==> src/rtl/mc_ctrl_pkg.sv <==
// Shared encodings for the multi-cycle main controller: states, opcodes,
// next-PC selects, datapath mux codes and the decoded instruction-class bundle.
package mc_ctrl_pkg;

    localparam int unsigned STATE_W = 4;
    localparam int unsigned NPC_W   = 3;
    localparam int unsigned ALUOP_W = 3;
    localparam int unsigned EXT_W   = 2;
    localparam int unsigned SEL_W   = 2;
    localparam int unsigned OP_W    = 6;

    typedef enum logic [STATE_W-1:0] {
        S_FETCH = 4'd0,
        S_DCD   = 4'd1,
        S_EXE   = 4'd2,
        S_ALUWB = 4'd3,
        S_MA    = 4'd4,
        S_MRD   = 4'd5,
        S_MWB   = 4'd6,
        S_MWR   = 4'd7,
        S_BR    = 4'd8,
        S_JMP   = 4'd9,
        S_INT   = 4'd10
    } state_e;

    localparam logic [NPC_W-1:0] NPC_SEL_PC_ADD_4 = 3'd0;
    localparam logic [NPC_W-1:0] NPC_SEL_REG_JMP  = 3'd1;
    localparam logic [NPC_W-1:0] NPC_SEL_J_JMP    = 3'd2;
    localparam logic [NPC_W-1:0] NPC_SEL_BEQ_JMP  = 3'd3;
    localparam logic [NPC_W-1:0] NPC_SEL_INT_JMP  = 3'd4;

    localparam logic [OP_W-1:0] OP_RTYPE = 6'h00;
    localparam logic [OP_W-1:0] OP_J     = 6'h02;
    localparam logic [OP_W-1:0] OP_JAL   = 6'h03;
    localparam logic [OP_W-1:0] OP_BEQ   = 6'h04;
    localparam logic [OP_W-1:0] OP_ORI   = 6'h0d;
    localparam logic [OP_W-1:0] OP_LUI   = 6'h0f;
    localparam logic [OP_W-1:0] OP_COP0  = 6'h10;
    localparam logic [OP_W-1:0] OP_LW    = 6'h23;
    localparam logic [OP_W-1:0] OP_SW    = 6'h2b;

    localparam logic [OP_W-1:0] FN_JR    = 6'h08;
    localparam logic [OP_W-1:0] FN_ERET  = 6'h18;
    localparam logic [OP_W-1:0] FN_ADDU  = 6'h21;
    localparam logic [OP_W-1:0] FN_SUBU  = 6'h23;

    localparam logic [ALUOP_W-1:0] ALU_ADD = 3'd0;
    localparam logic [ALUOP_W-1:0] ALU_SUB = 3'd1;
    localparam logic [ALUOP_W-1:0] ALU_OR  = 3'd2;

    localparam logic [EXT_W-1:0] EXT_ZERO = 2'd0;
    localparam logic [EXT_W-1:0] EXT_SIGN = 2'd1;
    localparam logic [EXT_W-1:0] EXT_LUI  = 2'd2;

    localparam logic [SEL_W-1:0] WD_ALU = 2'd0;
    localparam logic [SEL_W-1:0] WD_MEM = 2'd1;
    localparam logic [SEL_W-1:0] WD_PC  = 2'd2;

    localparam logic [SEL_W-1:0] RD_RT = 2'd0;
    localparam logic [SEL_W-1:0] RD_RD = 2'd1;
    localparam logic [SEL_W-1:0] RD_RA = 2'd2;

    typedef struct packed {
        logic r_add;
        logic r_sub;
        logic ori;
        logic lui;
        logic lw;
        logic sw;
        logic beq;
        logic j;
        logic jal;
        logic jr;
        logic eret;
        logic illegal;
    } instr_class_t;

endpackage

==> src/rtl/mc_ctrl_if.sv <==
// Controller <-> datapath bundle: instruction/flags in, datapath strobes and selects out.
interface mc_ctrl_if;
    import mc_ctrl_pkg::*;

    logic [31:0]        IR;
    logic               Zero;
    logic               IntReq;
    logic               PCWr;
    logic [NPC_W-1:0]   NPCSel;
    logic               EPCToPC;
    logic               IRWr;
    logic               RegWr;
    logic [SEL_W-1:0]   RegDst;
    logic [SEL_W-1:0]   WdSel;
    logic               ALUSrc;
    logic [EXT_W-1:0]   ExtOp;
    logic [ALUOP_W-1:0] ALUOp;
    logic               MemWr;
    logic               EPCWr;
    logic               EXLSet;
    logic               EXLClr;
    logic               IllegalOp;

    modport master (
        input  IR, Zero, IntReq,
        output PCWr, NPCSel, EPCToPC, IRWr, RegWr, RegDst, WdSel,
               ALUSrc, ExtOp, ALUOp, MemWr, EPCWr, EXLSet, EXLClr, IllegalOp
    );

    modport slave (
        output IR, Zero, IntReq,
        input  PCWr, NPCSel, EPCToPC, IRWr, RegWr, RegDst, WdSel,
               ALUSrc, ExtOp, ALUOp, MemWr, EPCWr, EXLSet, EXLClr, IllegalOp
    );

endinterface

==> src/rtl/mc_ctrl_decode.sv <==
// Opcode/funct to one-hot instruction class; anything unrecognised flags illegal.
module mc_ctrl_decode
    import mc_ctrl_pkg::*;
(
    input  logic [OP_W-1:0] op_i,
    input  logic [OP_W-1:0] funct_i,
    output instr_class_t    cls_o
);

    always_comb begin
        cls_o = '0;
        case (op_i)
            OP_RTYPE: begin
                case (funct_i)
                    FN_ADDU: cls_o.r_add   = 1'b1;
                    FN_SUBU: cls_o.r_sub   = 1'b1;
                    FN_JR:   cls_o.jr      = 1'b1;
                    default: cls_o.illegal = 1'b1;
                endcase
            end
            OP_COP0: begin
                if (funct_i == FN_ERET) cls_o.eret    = 1'b1;
                else                    cls_o.illegal = 1'b1;
            end
            OP_ORI:  cls_o.ori     = 1'b1;
            OP_LUI:  cls_o.lui     = 1'b1;
            OP_LW:   cls_o.lw      = 1'b1;
            OP_SW:   cls_o.sw      = 1'b1;
            OP_BEQ:  cls_o.beq     = 1'b1;
            OP_J:    cls_o.j       = 1'b1;
            OP_JAL:  cls_o.jal     = 1'b1;
            default: cls_o.illegal = 1'b1;
        endcase
    end

endmodule

==> src/rtl/mc_ctrl.sv <==
// Multi-cycle main controller: sequences fetch/decode/execute per instruction and
// takes pending interrupts only at instruction boundaries.
module mc_ctrl
    import mc_ctrl_pkg::*;
(
    input  logic     clk,
    input  logic     reset,
    mc_ctrl_if.master bus
);

    state_e       state_q, state_d;
    state_e       bnd_next_c;
    instr_class_t cls;
    logic         alu_class_c;
    logic         jmp_class_c;
    logic         ir_unused;

    mc_ctrl_decode u_decode (
        .op_i    (bus.IR[31:26]),
        .funct_i (bus.IR[5:0]),
        .cls_o   (cls)
    );

    assign ir_unused   = ^bus.IR[25:6];
    assign alu_class_c = cls.r_add | cls.r_sub | cls.ori | cls.lui;
    assign jmp_class_c = cls.j | cls.jal | cls.jr | cls.eret;
    assign bnd_next_c  = bus.IntReq ? S_INT : S_FETCH;

    always_ff @(posedge clk) begin
        if (reset) state_q <= S_FETCH;
        else       state_q <= state_d;
    end

    always_comb begin
        state_d = state_q;
        case (state_q)
            S_FETCH: state_d = S_DCD;
            S_DCD: begin
                if (alu_class_c)           state_d = S_EXE;
                else if (cls.lw | cls.sw)  state_d = S_MA;
                else if (cls.beq)          state_d = S_BR;
                else if (jmp_class_c)      state_d = S_JMP;
                else                       state_d = bnd_next_c;
            end
            S_EXE:   state_d = S_ALUWB;
            S_MA:    state_d = cls.lw ? S_MRD : S_MWR;
            S_MRD:   state_d = S_MWB;
            S_ALUWB, S_MWB, S_MWR, S_BR, S_JMP: state_d = bnd_next_c;
            S_INT:   state_d = S_FETCH;
            default: state_d = S_FETCH;
        endcase
    end

    // Output decode; strobes are forced low for the whole reset window.
    always_comb begin
        bus.PCWr      = 1'b0;
        bus.NPCSel    = NPC_SEL_PC_ADD_4;
        bus.EPCToPC   = 1'b0;
        bus.IRWr      = 1'b0;
        bus.RegWr     = 1'b0;
        bus.RegDst    = RD_RT;
        bus.WdSel     = WD_ALU;
        bus.ALUSrc    = 1'b0;
        bus.ExtOp     = EXT_ZERO;
        bus.ALUOp     = ALU_ADD;
        bus.MemWr     = 1'b0;
        bus.EPCWr     = 1'b0;
        bus.EXLSet    = 1'b0;
        bus.EXLClr    = 1'b0;
        bus.IllegalOp = 1'b0;
        case (state_q)
            S_FETCH: begin
                bus.IRWr   = 1'b1;
                bus.PCWr   = 1'b1;
                bus.NPCSel = NPC_SEL_PC_ADD_4;
            end
            S_DCD: bus.IllegalOp = cls.illegal;
            S_EXE, S_ALUWB: begin
                bus.ALUSrc = cls.ori | cls.lui;
                bus.ExtOp  = cls.lui ? EXT_LUI : EXT_ZERO;
                bus.ALUOp  = cls.r_sub ? ALU_SUB : (cls.ori ? ALU_OR : ALU_ADD);
                if (state_q == S_ALUWB) begin
                    bus.RegWr  = 1'b1;
                    bus.WdSel  = WD_ALU;
                    bus.RegDst = (cls.r_add | cls.r_sub) ? RD_RD : RD_RT;
                end
            end
            S_MA, S_MRD, S_MWR: begin
                bus.ALUSrc = 1'b1;
                bus.ExtOp  = EXT_SIGN;
                bus.ALUOp  = ALU_ADD;
                bus.MemWr  = (state_q == S_MWR);
            end
            S_MWB: begin
                bus.RegWr  = 1'b1;
                bus.RegDst = RD_RT;
                bus.WdSel  = WD_MEM;
            end
            S_BR: begin
                bus.ALUSrc = 1'b0;
                bus.ALUOp  = ALU_SUB;
                bus.PCWr   = bus.Zero;
                bus.NPCSel = NPC_SEL_BEQ_JMP;
            end
            S_JMP: begin
                bus.PCWr = 1'b1;
                if (cls.jr | cls.eret) begin
                    bus.NPCSel  = NPC_SEL_REG_JMP;
                    bus.EPCToPC = cls.eret;
                    bus.EXLClr  = cls.eret;
                end else begin
                    bus.NPCSel = NPC_SEL_J_JMP;
                    if (cls.jal) begin
                        bus.RegWr  = 1'b1;
                        bus.RegDst = RD_RA;
                        bus.WdSel  = WD_PC;
                    end
                end
            end
            S_INT: begin
                bus.EPCWr  = 1'b1;
                bus.EXLSet = 1'b1;
                bus.PCWr   = 1'b1;
                bus.NPCSel = NPC_SEL_INT_JMP;
            end
            default: ;
        endcase
        if (reset) begin
            bus.PCWr      = 1'b0;
            bus.IRWr      = 1'b0;
            bus.RegWr     = 1'b0;
            bus.MemWr     = 1'b0;
            bus.EPCWr     = 1'b0;
            bus.EXLSet    = 1'b0;
            bus.EXLClr    = 1'b0;
            bus.IllegalOp = 1'b0;
        end
    end

endmodule
==> src/flat_wrapper.sv <==
// flat-port wrapper written by rule: the top's interface ports become plain ports
module mc_ctrl_flat import mc_ctrl_pkg::*;
  (clk, reset, bus_IR, bus_Zero, bus_IntReq, bus_PCWr, bus_NPCSel, bus_EPCToPC, bus_IRWr, bus_RegWr, bus_RegDst, bus_WdSel, bus_ALUSrc, bus_ExtOp, bus_ALUOp, bus_MemWr, bus_EPCWr, bus_EXLSet, bus_EXLClr, bus_IllegalOp);
  mc_ctrl_if bus_i ();
  input  logic clk;
  input  logic reset;
  input wire logic [$bits(bus_i.IR)-1:0] bus_IR;
  input wire logic [$bits(bus_i.Zero)-1:0] bus_Zero;
  input wire logic [$bits(bus_i.IntReq)-1:0] bus_IntReq;
  output wire logic [$bits(bus_i.PCWr)-1:0] bus_PCWr;
  output wire logic [$bits(bus_i.NPCSel)-1:0] bus_NPCSel;
  output wire logic [$bits(bus_i.EPCToPC)-1:0] bus_EPCToPC;
  output wire logic [$bits(bus_i.IRWr)-1:0] bus_IRWr;
  output wire logic [$bits(bus_i.RegWr)-1:0] bus_RegWr;
  output wire logic [$bits(bus_i.RegDst)-1:0] bus_RegDst;
  output wire logic [$bits(bus_i.WdSel)-1:0] bus_WdSel;
  output wire logic [$bits(bus_i.ALUSrc)-1:0] bus_ALUSrc;
  output wire logic [$bits(bus_i.ExtOp)-1:0] bus_ExtOp;
  output wire logic [$bits(bus_i.ALUOp)-1:0] bus_ALUOp;
  output wire logic [$bits(bus_i.MemWr)-1:0] bus_MemWr;
  output wire logic [$bits(bus_i.EPCWr)-1:0] bus_EPCWr;
  output wire logic [$bits(bus_i.EXLSet)-1:0] bus_EXLSet;
  output wire logic [$bits(bus_i.EXLClr)-1:0] bus_EXLClr;
  output wire logic [$bits(bus_i.IllegalOp)-1:0] bus_IllegalOp;
  assign bus_i.IR = bus_IR;
  assign bus_i.Zero = bus_Zero;
  assign bus_i.IntReq = bus_IntReq;
  assign bus_PCWr = bus_i.PCWr;
  assign bus_NPCSel = bus_i.NPCSel;
  assign bus_EPCToPC = bus_i.EPCToPC;
  assign bus_IRWr = bus_i.IRWr;
  assign bus_RegWr = bus_i.RegWr;
  assign bus_RegDst = bus_i.RegDst;
  assign bus_WdSel = bus_i.WdSel;
  assign bus_ALUSrc = bus_i.ALUSrc;
  assign bus_ExtOp = bus_i.ExtOp;
  assign bus_ALUOp = bus_i.ALUOp;
  assign bus_MemWr = bus_i.MemWr;
  assign bus_EPCWr = bus_i.EPCWr;
  assign bus_EXLSet = bus_i.EXLSet;
  assign bus_EXLClr = bus_i.EXLClr;
  assign bus_IllegalOp = bus_i.IllegalOp;
  mc_ctrl u_core (.clk(clk), .reset(reset), .bus(bus_i));
endmodule
==> config.mk <==
export PLATFORM = sky130hd
export DESIGN_NAME = mc_ctrl_flat
export DESIGN_NICKNAME = d
export VERILOG_FILES = /design/src/rtl/mc_ctrl_pkg.sv /design/src/rtl/mc_ctrl_if.sv /design/src/rtl/mc_ctrl_decode.sv /design/src/rtl/mc_ctrl.sv /design/src/flat_wrapper.sv
export SDC_FILE = /design/constraint.sdc
export NUM_CORES = 1
export LEC_CHECK = 0
export ABC_AREA = 1
export BUFFER_PORTS_ARGS = -buffer_cell sky130_fd_sc_hd__buf_4
export CAP_MARGIN = 20
export CORE_MARGIN = 2
export CORE_UTILIZATION = 30
export DETAILED_ROUTE_END_ITERATION = 10
export PLACE_DENSITY_LB_ADDON = 0.2
export SYNTH_ARGS = -nofsm -noshare
export SYNTH_HDL_FRONTEND = slang
export SYNTH_SLANG_ARGS = --single-unit
==> constraint.sdc <==
create_clock -name clk -period 1.57 [get_ports clk]
set_input_delay 0.157 -clock clk [delete_from_list [all_inputs] [get_ports clk]]
set_output_delay 0.157 -clock clk [all_outputs]
set_load 0.1 [all_outputs]
; Word-level counts from Yosys, hierarchy flattened
; Cells that the tools add are included.
[word_totals]
register_bits = 4
output_inout_bits = 22
word_cells = 96
[op_classes]
n_eq_ne = 22
muxes = 56
bitwise = 9
reduce_logical = 8
[op_table]
columns = op, count
row1 = $mux 1, 32
row2 = $eq 6x6->1 const B, 4
row3 = $pmux 4 s6, 1
row4 = $mux 4, 5
row5 = $eq 6x4->1 const B, 3
row6 = $eq 4x3->1 const B, 4
row7 = $mux 2, 8
row8 = $eq 4x4->1 const B, 3
row9 = $eq 6x2->1 const B, 2
row10 = $eq 6x5->1 const B, 2
row11 = $pmux 2 s2, 3
row12 = $or 1x1->1, 9
row13 = $pmux 3 s3, 1
row14 = $reduce_or 3->1, 3
row15 = $eq 4x2->1 const B, 2
row16 = $reduce_or 7->1, 1
row17 = $eq 6x3->1 const B, 1
row18 = $logic_not 6->1, 1
row19 = $pmux 1 s3, 2
row20 = $pmux 3 s2, 1
row21 = $reduce_or 5->1, 1
row22 = $eq 4x1->1 const B, 1
row23 = $logic_not 4->1, 1
row24 = $pmux 1 s2, 2
row25 = 2 further kinds, 2

; Longest topological paths before layout
; Gate-level depths: netlist of run 1.
[logic_depth]
ltp_word = 10
ltp_mapped = 9

; Hierarchy
; Synthesis of run 1 repeated with hierarchy kept, for this count alone.
[unflattened]
hier_cells = 159
area_unflattened_um2 = 844.6
[by_module_without_submodules]
columns = mod, seq_area_each_um2, area_each_um2, instances, cells_each
row1 = mc_ctrl, 80.1, 574.3, 1, 101
row2 = mc_ctrl_decode, 0.0, 270.3, 1, 58

; Least setup slack after synthesis of run 1
; No wires, ideal clock.
[synth_path]
kind = reg2out
from = reg u_core.state_q[1]
to = out bus_EXLSet
stages_incl_launch_ff = 8
arrival_time_ps = 3910
setup_slack_ps = -2497
cell_sequence = dfxtp_1 -> inv_2 -> nor2_2 -> inv_1 -> nor2_1 -> inv_1 -> nor2_1 -> buf_4
[synth_between]
elab_chain_cells = 3
[synth_lines]
columns = element, line
row1 = from (decl), mc_ctrl.sv:11  ; state_e state_q, state_d;
row2 = from (signal assigned), mc_ctrl.sv:31  ; else state_q <= state_d;
row3 = $eq 4x4->1, --
row4 = $mux 1 (2 in a row), --
row5 = to (decl), flat_wrapper.sv:22  ; output wire logic [$bits(bus_i.EXLSet)-1:0] bus_EXLSet;
; No other way between the ends.

; Final worst setup path of run 1
[layout_path]
from = reg u_core.state_q[1]
to = out bus_PCWr
[layout_between]
elab_chain_cells = 4
word_cells_on_any_way = 7
cone_classes = eq/ne (3) / mux (2) / reduce/logical (2)
[layout_lines]
columns = element, line
row1 = $eq 4x4->1 or $logic_not 4->1 (tied branches), mc_ctrl.sv:71  ; case (state_q)
row2 = $reduce_or 3->1 (no source line), --
row3 = $pmux 1 s2 *, mc_ctrl.sv:71
row4 = $mux 1 *, mc_ctrl.sv:128  ; if (reset) begin
row5 = to (decl), flat_wrapper.sv:10  ; output wire logic [$bits(bus_i.PCWr)-1:0] bus_PCWr;
; Mark *: on every way between the ends. The rest lies on a longest branch, timed or not.

==> results of run 1 <==
-- area by class of cell --
cell class                 instances  area [µm²]
fill                             209         883
clock buffer                       3        22.5
multi-input combinational        104         757
sequential                         4        92.6
timing repair buffer              48         532
inverter                          31         130
tap                               30        37.5
-- cells by family after synthesis --
| family | after synthesis | share of synthesized area (%) |
|---|---|---|
| AO/OA/AOI/OAI | 13 | 9.95 |
| other | 1 | 0.489 |
| buffers and inverters | 34 | 17.6 |
| flip-flops | 4 | 10.4 |
| AND/OR/NAND/NOR | 90 | 61.5 |
-- synthesized netlist by cell type, types with 4 or more instances --
| library cell | number |
|---|---|
| nor2_2 | 6 |
| nand3_1 | 13 |
| o21ai_0 | 4 |
| nor2_1 | 29 |
| inv_1 | 29 |
| nand4_1 | 4 |
| dfxtp_1 | 4 |
| nand2_1 | 24 |
| a21oi_1 | 5 |
| nor2_4 | 7 |
-- per-stage QoR --
step	hold slack (ns)	area [µm²]	utilization [%]	total power [mW]
final	0.207	1570	64.0	1.02
after floorplan	0.410	895	-	0.603
after global placement	0.435	1240	50.5	0.747
after global routing	0.207	1570	64.0	1.08
after detailed placement	0.432	1240	50.5	0.749
after CTS	0.195	1390	56.5	0.956
-- per-layer routing --
layer  track usage, %  vias to the layer above
met1             20.8                      456
met5                0                        -
met2             28.9                       26
met3            0.820                        2
met4             7.50                        0
li1                 -                      539
-- power by group through the flow --
stage	combinational (mW)	sequential (mW)	clock, mW
after floorplan	0.463	0.140	0
after global placement	0.612	0.136	0
after detailed placement	0.612	0.136	0
after CTS	0.683	0.141	0.131
after global routing	0.788	0.151	0.138
final	0.749	0.147	0.121
-- path summary, 6_finish.rpt --
check	start	end	slack [ns]
hold reg to reg	u_core.state_q[2]	u_core.state_q[3]	0.66
setup reg to reg	u_core.state_q[1]	u_core.state_q[1]	0.30
hold / removal	reset	u_core.state_q[1]	0.21
setup / recovery	u_core.state_q[1]	bus_PCWr	-0.03
-- worst max-delay path, delay by kind of cell, from the launching register on --
kind / cells / cell delay, ns
AO/OA/AOI/OAI: 1 / 0.19
buffers and inverters: 4 / 0.39
flip-flops: 1 / 0.38
AND/OR/NAND/NOR: 2 / 0.25
-- repair_timing --
item / CTS / global route
resized for setup: 36 / 48
pin swaps: 7 / 13
buffers inserted: 1 / 2
endpoints found under the setup margin: 18 / 19
==> results by group, run 1 <==
Status
  – Status: finished with violations
  – Failing checks: setup timing

Placement
  – HPWL after detailed placement: 1880 µm
  – GPL Wtd Cong: 0.812
  – Dpl cells: 214
  – Port Buffer Count: 36
  – Dpl ws: 0.0104 ns

Cells and area
  – Post-layout net count: 228
  – Commonest non-fill, non-tap cell in the layout: buf_4
  – Non-filler cells, final: 220
  – Layout cell share with drive strength beyond 1: 61.1%
  – Largest regs: u_core.state_q x4
  – Max FFs per register: 4
  – Diode count: 0
  – Area Growth Syn to Fin: 105%
  – Top reg by flops: u_core.state_q
  – Most frequent cells in the layout: buf_4 (28), nor2_4 (20), inv_1 (20), nand2_1 (16), nor2_1 (15)

Logic synthesis
  – Yosys cell types: 23
  – Syn Nets: 178
  – Synth warnings: 0
  – Synth Flop Type: dfxtp_1
  – Number of synthesized flops with an enable pin: 0
  – Async SR Flop Fraction: 0%
  – Synth area leaders: inv_1 (14%), nor2_1 (14%), nand2_1 (12%)
  – Syn Area/Cell: 5.40 µm²
  – Yosys reg bits: 4
  – Seq/Total Area, Yosys: 10.4%
  – Post-synthesis cell count: 142
  – Share of the synthesized area in the top cell type: 14.2%
  – Mapped Area: 767 µm²
  – Area leader, netlist: inv_1

Power
  – PD cells: 647 mW/mm²
  – Clk network pwr share: 11.9%
  – Psw: 0.554 mW
  – Comb power frac: 73.6%
  – Lkg Pwr: 0.704 nW
  – VDD IR max: 0.758 mV
  – Sw Share: 54.4%
  – Reg power frac: 14.5%
  – Internal power: 0.463 mW

STA
  – Slew Limit Fails: 0
  – Post-route minimum period: 1.60 ns
  – Setup TNS: -0.0304 ns
  – Final Hold Vio Count: 0
  – FMAX: 625 MHz
  – Final setup fails: 1
  – Clock Skew: 0.00219 ns
  – Worst Setup Slack, final: -0.0304 ns
  – RSZ-0062 raised after global routing: yes
  – Period utilization: 102%

Critical path
  – Crit path max fanout: 5
  – CP Capture Type: output pin
  – CP max stage cell: dfxtp_4
  – Crit-path cells: inv_4 -> nor2_4 -> inv_2 -> nor2_4 -> inv_2 -> a41oi_4 -> buf_12
  – R2R depth: 9
  – Max incr delay on CP: 0.38 ns
  – Worst EP arrival: 1.44 ns
  – Crit path launch type: flip-flop
  – CP Class: reg -> out
  – Crit path required time: 1.41 ns

Die
  – Die Span X: 54.6 µm
  – Die area: 0.00298 mm²
  – Row cnt: 18
  – Initial core utilization: 31.2%
  – Core box area: 0.00245 mm²
  – # IOs: 58
  – Die height: 54.6 µm

Route
  – Highest metal used: met4
  – DR iter-0 viols: 12
  – Wire length on met3: 66 µm
  – WL final: 2340 µm
  – M1 WL: 1020 µm
  – Vias/cell: 4.65
  – DR vias: 1,023
  – DR WL/cell: 10.6 µm
  – Met2 routed WL: 1240 µm
  – Drt drc: 0
  – Final ANT Viol Nets: 0
  – First drt pass iteration count: 4

Clocking
  – CTS max path bufs: 2
  – # hold bufs at CTS: 0
  – Num CTS Buffers: 3
  – CTS sink count: 4
  – CTS tree: done
  – Worst skew pair latency: 0.23 ns
  – CTS clk-pin slew, worst paths: 0.03 ns
  – Htree depth: 1
  – Root Buffer Master: clkbuf_4

Global route
  – Largest net degree at the start of global routing: 10
  – Initial antenna violation count: 0
  – First-pass GRT wire length: 3620 µm
  – Gr usage total: 16.6%
  – Grt ovf: 0
  – Number of global-route vias before repair: 911

Flow run
  – Max-cap violations: 0

Worst hold path
  – Hold/Removal Path Class: in -> reg
  – Hold path depth: 2
Power figures use the tool's default switching activity.
==> run 2: changes to the inputs <==
- CORE_ASPECT_RATIO: not set -> 1.1
==> results by group, run 2 (same netlist as run 1, synthesis figures left out) <==
STA
  – Worst Setup Slack, final: -0.0191 ns
  – Period utilization: 101%
  – WHS: 0.202 ns
  – Post-route minimum period: 1.59 ns
  – Slew Limit Fails: 0
  – Final setup fails: 4
  – FMAX: 629 MHz
  – Clock Skew: 0.00475 ns
  – Final Hold Vio Count: 0
  – RSZ-0062 raised after global routing: yes

Clocking
  – CTS sink count: 4
  – Worst skew pair latency: 0.23 ns
  – Num CTS Buffers: 3
  – Root Buffer Master: clkbuf_4
  – CTS max path bufs: 2
  – CTS clk-pin slew, worst paths: 0.04 ns
  – Htree depth: 1
  – CTS tree: done
  – # hold bufs at CTS: 0

Placement
  – Dpl cells: 214
  – Port Buffer Count: 36
  – HPWL after detailed placement: 1930 µm
  – Post-DP Area: 0.00123 mm²
  – GPL Wtd Cong: 0.904

Global route
  – Grt ovf: 0
  – Number of global-route vias before repair: 1,016
  – Largest net degree at the start of global routing: 10
  – Gr usage total: 16.8%
  – Initial antenna violation count: 0
  – First-pass GRT wire length: 4010 µm

Cells and area
  – Top reg by flops: u_core.state_q
  – Most frequent cells in the layout: buf_4 (31), inv_1 (21), nor2_4 (20), nor2_1 (18), nand2_1 (15)
  – Largest regs: u_core.state_q x4
  – Post-layout instance area: 0.00161 mm²
  – Non-filler cells, final: 224
  – Layout cell share with drive strength beyond 1: 60.1%
  – Area Growth Syn to Fin: 110%
  – Max FFs per register: 4
  – Diode count: 0
  – Commonest non-fill, non-tap cell in the layout: buf_4
  – Post-layout net count: 231

Critical path
  – Crit path launch: u_core.state_q[3]
  – Reg2reg start: u_core.state_q[3]
  – R2R depth: 9
  – Crit path max fanout: 6
  – Crit path required time: 1.41 ns
  – CP Class: reg -> out
  – Crit path launch type: flip-flop
  – CP Capture Type: output pin
  – Worst EP arrival: 1.43 ns

Worst hold path
  – Worst hold start: reset
  – Hold path depth: 2
  – Hold/Removal Path Class: in -> reg

Die
  – Die area: 0.00298 mm²
  – Core box area: 0.00247 mm²
  – # IOs: 58
  – Initial core utilization: 31.0%
  – Row cnt: 19
  – Die Span X: 52.2 µm
  – Die height: 57.0 µm

Route
  – Drt drc: 0
  – DR iter-0 viols: 27
  – DR vias: 1,041
  – DR WL/cell: 11.9 µm
  – Vias/cell: 4.65
  – First drt pass iteration count: 4
  – WL final: 2670 µm
  – Final ANT Viol Nets: 0

Power
  – VDD IR max: 0.902 mV
  – Power Total: 1.03 mW
  – PD cells: 641 mW/mm²
  – Lkg Pwr: 0.729 nW

Status
  – Failing checks: setup timing
  – Status: finished with violations

Flow run
  – Max-cap violations: 0
run 2: changes by cell type in the layout (fill, tap and decap cells not counted):
cell     delta
buf_4       +3
buf_6       -3
nor2_1      +3
nor2_2      -3
buf_12      +2
buf_8       +1
inv_1       +1
inv_4       -1
nand2_1     -1
nand2_2     +1
run 2: worst paths after layout:
| path | slack, ns | endpoint |
|---|---|---|
| min reg2reg | 0.66 | u_core.state_q[3] |
| min | 0.20 | u_core.state_q[1] |
| max reg2reg | 0.29 | u_core.state_q[1] |
| max | -0.02 | bus_PCWr |
run 2: timing repair:
| item | CTS | global route |
|---|---|---|
| buffers inserted | 4 | 3 |
| resized for setup | 43 | 42 |
| endpoints found under the setup margin | 16 | 17 |
| pin swaps | 8 | 12 |
run 2: cell type report:
| cell class | count | area (µm²) |
|---|---|---|
| Fill cell | 211 | 863 |
| Inverter | 31 | 128 |
| Multi-Input combinational cell | 104 | 752 |
| Timing Repair Buffer | 51 | 576 |
| Sequential cell | 4 | 92.6 |
| Tap cell | 31 | 38.8 |
| Clock buffer | 3 | 22.5 |
run 2: metrics by stage:
step                      worst slack, ns  utilization (%)  setup TNS (ns)
after global placement            0.00778             49.8               0
after floorplan                    -0.629                -           -5.74
after global routing              -0.0623             65.1          -0.373
after CTS                         -0.0288             57.4         -0.0577
after detailed placement          -0.0180             49.8         -0.0215
final                             -0.0191             65.1         -0.0362
run 2: power by group:
part / switching, mW / leakage (nW) / internal (mW)
clock network: 0.0377 / 0.0138 / 0.0852
logic: 0.496 / 0.680 / 0.262
registers: 0.0288 / 0.0352 / 0.121
total: 0.563 / 0.729 / 0.468
run 2: layer usage:
metal	track usage [%]	part of all wire, %
met1	20.0	37
met2	32.0	57
met3	0.785	3.4
met4	4.76	2.5
met5	0	0
run 2: worst max-delay path, cell delays in order (launching register included):
cell and delay, ns:
dfxtp_4 0.41, inv_4 0.05, nor2_4 0.09, nand2_4 0.06, buf_8 0.14, a41oi_4 0.24
buf_12 0.20
